[config.mk]
export PLATFORM = sky130hd
export DESIGN_NAME = period_meter
export DESIGN_NICKNAME = d
export VERILOG_FILES = /design/src/rtl/period_meter.sv
export SDC_FILE = /design/constraint.sdc
export NUM_CORES = 1
export LEC_CHECK = 0
export CORE_ASPECT_RATIO = 0.5
export CORE_MARGIN = 2
export CORE_UTILIZATION = 35
export CTS_BUF_LIST = sky130_fd_sc_hd__clkbuf_8 sky130_fd_sc_hd__clkbuf_16
export CTS_CLUSTER_DIAMETER = 120
export DETAILED_ROUTE_END_ITERATION = 6
export DONT_BUFFER_PORTS = 1
export PLACE_DENSITY = 0.48
export SETUP_SLACK_MARGIN = 0.4
export SYNTH_ARGS = -nofsm -noshare
export SYNTH_HDL_FRONTEND = slang
export SYNTH_SLANG_ARGS = --single-unit
[constraint.sdc]
create_clock -name clock_in -period 3.2 [get_ports clock_in]
set_clock_uncertainty 0.1 [all_clocks]
set_input_delay 0.8 -clock clock_in [delete_from_list [all_inputs] [get_ports clock_in]]
set_output_delay 0.8 -clock clock_in [all_outputs]
set_load 0.005 [all_outputs]
[src/rtl/period_meter.sv]
// period_meter
//   Measures the period of an asynchronous input signal in clock_in cycles,
//   rejects glitch edges that arrive sooner than MIN_PERIOD cycles after the
//   previous accepted edge, and flags loss of signal after TIMEOUT cycles.
//   Results are offered through a valid/ready handshake; an unconsumed result
//   that is overwritten raises a sticky overrun flag.
//
// Ports
//   clock_in      in   single clock, all state on its rising edge
//   reset         in   synchronous, active-high reset
//   sig_in        in   asynchronous signal to be measured
//   enable        in   measurement enable (level)
//   period        out  latest measured period, COUNT_WIDTH bits
//   period_valid  out  period holds an untransferred result
//   period_ready  in   consumer accepts the result
//   edge_strobe   out  one-cycle pulse per accepted rising edge
//   overrun       out  sticky: a pending result was overwritten
//   signal_lost   out  a timeout occurred since the last result
module period_meter #(
  parameter int unsigned COUNT_WIDTH = 16,
  parameter int unsigned MIN_PERIOD  = 8,
  parameter int unsigned TIMEOUT     = 50000
) (
  input  logic                   clock_in,
  input  logic                   reset,
  input  logic                   sig_in,
  input  logic                   enable,
  output logic [COUNT_WIDTH-1:0] period,
  output logic                   period_valid,
  input  logic                   period_ready,
  output logic                   edge_strobe,
  output logic                   overrun,
  output logic                   signal_lost
);

  localparam logic [COUNT_WIDTH-1:0] ONE       = COUNT_WIDTH'(1);
  localparam logic [COUNT_WIDTH-1:0] MIN_COUNT = COUNT_WIDTH'(MIN_PERIOD);
  localparam logic [COUNT_WIDTH-1:0] TIMEOUT_C = COUNT_WIDTH'(TIMEOUT);

  typedef enum logic [1:0] {
    IDLE      = 2'd0,
    ARMED     = 2'd1,
    MEASURING = 2'd2
  } state_t;

  state_t                 state;
  state_t                 state_next;
  logic [COUNT_WIDTH-1:0] count;
  logic [COUNT_WIDTH-1:0] count_next;
  logic                   sync_1;
  logic                   sync_2;
  logic                   sync_3;
  logic                   rise;
  logic                   load;
  logic                   strobe_next;
  logic                   lost_set;

  assign rise = sync_2 & ~sync_3;

  always_comb begin
    state_next  = state;
    count_next  = count;
    load        = 1'b0;
    strobe_next = 1'b0;
    lost_set    = 1'b0;
    if (!enable) begin
      state_next = IDLE;
      count_next = '0;
    end else begin
      case (state)
        IDLE: state_next = ARMED;
        ARMED: begin
          if (rise) begin
            state_next  = MEASURING;
            count_next  = ONE;
            strobe_next = 1'b1;
          end
        end
        MEASURING: begin
          // An edge landing exactly on the timeout cycle still yields a
          // result, so the edge check takes priority over the timeout.
          if (rise && (count >= MIN_COUNT)) begin
            load        = 1'b1;
            count_next  = ONE;
            strobe_next = 1'b1;
          end else if (count == TIMEOUT_C) begin
            lost_set   = 1'b1;
            count_next = '0;
            state_next = ARMED;
          end else begin
            count_next = count + ONE;
          end
        end
        default: state_next = IDLE;
      endcase
    end
  end

  always_ff @(posedge clock_in) begin
    if (reset) begin
      state        <= IDLE;
      count        <= '0;
      sync_1       <= 1'b0;
      sync_2       <= 1'b0;
      sync_3       <= 1'b0;
      period       <= '0;
      period_valid <= 1'b0;
      edge_strobe  <= 1'b0;
      overrun      <= 1'b0;
      signal_lost  <= 1'b0;
    end else begin
      state       <= state_next;
      count       <= count_next;
      sync_1      <= sig_in;
      sync_2      <= sync_1;
      sync_3      <= sync_2;
      edge_strobe <= strobe_next;
      if (load) begin
        period       <= count;
        period_valid <= 1'b1;
        // Overwriting in a transfer cycle is not a loss, so only flag it
        // when the consumer is not taking the old value.
        if (period_valid && !period_ready) begin
          overrun <= 1'b1;
        end
      end else if (period_valid && period_ready) begin
        period_valid <= 1'b0;
      end
      if (load) begin
        signal_lost <= 1'b0;
      end else if (lost_set) begin
        signal_lost <= 1'b1;
      end
    end
  end

endmodule

==> implementation parameters <==
Parameter                              Value

Logic synthesis
  Net count after synthesis    245
  Fraction of synthesized cell area taken by the top area cell type    39.19%
  Post-synthesis sequential element count    41
  Sequential-to-total area share from yosys stat    39.19%
  Mean instance size in the synthesized netlist    8.951 um2
  Top flip-flop cell by instance count after synthesis    sky130_fd_sc_hd__dfxtp_1
  Unique cell type count in the Yosys netlist    48
  List of most frequent post-synthesis cells    sky130_fd_sc_hd__dfxtp_1 (41), sky130_fd_sc_hd__nor2_1 (29), sky130_fd_sc_hd__nand2_1 (21)
  Cell type with the highest aggregate area in the netlist    sky130_fd_sc_hd__dfxtp_1
  Share of async-settable or async-resettable flops after synthesis    0%
  Most common cell in the synthesized netlist    sky130_fd_sc_hd__dfxtp_1
  Number of enable-type register cells in the synthesized netlist    0
  Synthesized cell area    0.002095 mm2
  Number of warnings reported in the yosys synthesis log    0
  Cell types occupying the most area after synthesis    sky130_fd_sc_hd__dfxtp_1 (39%), sky130_fd_sc_hd__mux2i_1 (8.6%), sky130_fd_sc_hd__nor2_1 (5.2%), sky130_fd_sc_hd__nand2_1 (3.8%), sky130_fd_sc_hd__ha_1 (3.6%)
  Gate Count Post-Synth    234

Final layout
  Fillers    565
  Post-layout utilization of the core    39.04%
  Largest regs    count x16, period x16, state x2
  Antenna Diode Count    0
  Combined area of the multi-input logic cells    0.001085 mm2
  Share of final-layout standard cells stronger than drive strength 1    11.01%
  Post-layout net count    238
  Sequential cell area    820.8 um2
  Area grow syn2layout    5.018%
  Finished layout cell area    0.002200 mm2

Worst setup path
  Worst reg-to-reg setup slack    730 ps
  Highest fanout seen on the critical path    8
  Endpoint type of the worst setup path    register
  Type of the setup path with the least slack    register to register
  Critical Path AT    2580 ps
  Endpoint of the worst register-to-register path    count[15]
  List of cells traversed by the critical path    nor4_1, nand4_1, a211oi_2, o21ai_0, a31oi_1
  Last element of the critical path    count[15]
  Reg2Reg Depth    5
  Delay of the slowest critical-path stage    630 ps
  Data required time of the worst path    3320 ps
  Slowest stage cell, crit path    sky130_fd_sc_hd__a211oi_2
  Start point of the critical path    count[10]
  Startpoint Class    register
  RR Startpoint    count[10]

Clock tree
  Clock sinks    41
  Deepest level of the CTS H-tree    2
  Insertion delay of the later-clocked pin in the worst-skew pair    290 ps
  Clock-pin slew of the registers on the worst-case setup and hold paths    60 ps
  Root buffer cell    sky130_fd_sc_hd__clkbuf_16
  Longest Clk Path Bufs    2
  Hold-fix buffer count after cts    0
  Clock tree from TritonCTS    built
  TritonCTS Buffers    5

Power and ir drop
  Sw Share    20.87%
  Psw    0.0002186 W
  Max rail drop VDD    0.0002041 V
  Part of the power in combinational logic    2.5%
  Clock share of power    48.3%
  Internal power contribution    0.0008289 W
  Total power of the final layout    0.001047 W
  Flop pwr share    49.1%
  Leakage power total    0.7903 nW
  Pwr per Cell Area    476.2 mW/mm2

Detailed routing
  Aggregate routed wire length    4898 um
  Antenna violation net count after detailed routing    0
  Average routed wire per standard cell    16.33 um
  Count of TritonRoute iterations in the first routing pass    4
  DR iter-0 viols    124
  DRC violations left    0
  Via count of the routed design    1596
  Vias/cell    5.320

Floorplanning
  Starting density of the core    37.18%
  Number of placement rows    19
  Overall die width    113.4 um
  Total Die Area    0.006657 mm2
  Die Y-Extent    58.70 um
  Area of the placeable core    0.005634 mm2
  IO Pins    25

STA
  Highest clock frequency the design can meet    405.2 MHz
  Number of endpoints with negative hold slack in the final report    0
  Final setup violation count    0
  RSZ-0062 raised after global routing    no
  Final max-slew violation count    0
  Tightest Pin Transition    686.4 ps
  Min setup slack post-route    732.1 ps
  Max-slew headroom at the worst pin    53.89%
  Share of the clock period used by the worst path    77.12%
  Clock period minus final worst setup slack    2468 ps
  Aggregate negative setup slack    0 ps

Global routing
  Global-route wire length before repair    8142 um
  Vias in the first global route    1498
  Antenna violations before repair    0
  Total congestion overflow    0
  All-Layer GR Usage    16.37%
  Maximum number of pins on one net before global-route repair    25

Run status
  Result of the run    finished clean

Min path
  Tightest Hold Check Type    register to register

Place
  GPL Wtd Cong    0.8238
  Placed cell areas    0.002046 mm2
  Number of input and output port buffers inserted    0
  Detailed placement HPWL    3392 um
  Post-Place Setup Slack    669.2 ps

Flow run
  Count of maximum capacitance violations    0
layout by cell type (no fill, tap or decap), drive strengths merged, types with 4 or more instances in the layout:
cell type,Yosys,final
a21oi,9,9
buf,3,4
inv,7,7
nor3,8,8
nand3,15,15
nand4b,4,4
ha,6,6
dfxtp,41,41
nand4,7,7
a31oi,9,9
nand2,21,21
clkbuf,12,6
nor2,29,29
o21ai,8,8
nor2b,4,4
mux2i,18,18
what timing repair did:
item / CTS / global route
buffers inserted: 0 / 0
hold endpoints to repair: 0 / 0
setup endpoints to repair: 0 / 3
resized for setup: 0 / 1
worst max-delay path: cells and delay by family, from the launching register on:
kind | cells | cell delay, ps
AO/OA/AOI/OAI | 3 | 1020
AND/OR/NAND/NOR | 2 | 890
flip-flops | 1 | 380
cell type report:
type	count	area share [%]
Tap cell	73	4.152
Sequential cell	41	37.32
Multi-Input combinational cell	168	49.32
Timing Repair Buffer	4	1.365
Clock inverter	1	0.3413
Clock buffer	6	6.314
Inverter	7	1.195
power groups by stage:
stage               Sequential [W]  Combinational, W  Clock [W]
floorplan                 0.000525         0.0000243          0
global placement          0.000526         0.0000261          0
detailed placement        0.000526         0.0000264          0
CTS                       0.000514         0.0000265   0.000524
global route              0.000514         0.0000302   0.000549
finish                    0.000515         0.0000267   0.000506
worst min-delay path by stage:
stage	end	slack (ps)	depth (start not counted)	start
finish	sync_2	340	1	sync_1
global route	sync_2	360	1	sync_1
CTS	sync_2	340	1	sync_1
detailed placement	sync_2	320	1	sync_1
global placement	sync_2	320	1	sync_1
floorplan	sync_2	310	1	sync_1
per-layer routing:
metal | vias to the layer above | track usage, % | routed length (um)
li1 | 814 | - | -
met1 | 743 | 22.94 | 2598
met2 | 32 | 22.93 | 1890
met5 | - | 0 | 0
met3 | 7 | 6.385 | 333
met4 | 0 | 5.749 | 76
cell families after synthesis:
group | after synthesis | synth area share [%]
and+or+nand+nor | 104 | 25.33
DFF | 41 | 39.19
AOI/OAI and AO/OA | 38 | 12.96
buffers and inverters | 25 | 9.379
muxes | 19 | 9.140
adders and majority gates | 6 | 3.584
xor gates and xnor gates | 1 | 0.4182
stage by stage:
| step | instances | hold slack [ps] |
|---|---|---|
| 2_1_floorplan | 234 | 313.8 |
| 3_3_place_gp | 293 | 317.0 |
| 3_5_place_dp | 293 | 324.5 |
| 4_1_cts | 300 | 338.8 |
| 5_1_grt | 300 | 357.8 |
| 6_report | 300 | 337.3 |
(Power assumes the default switching activity.)
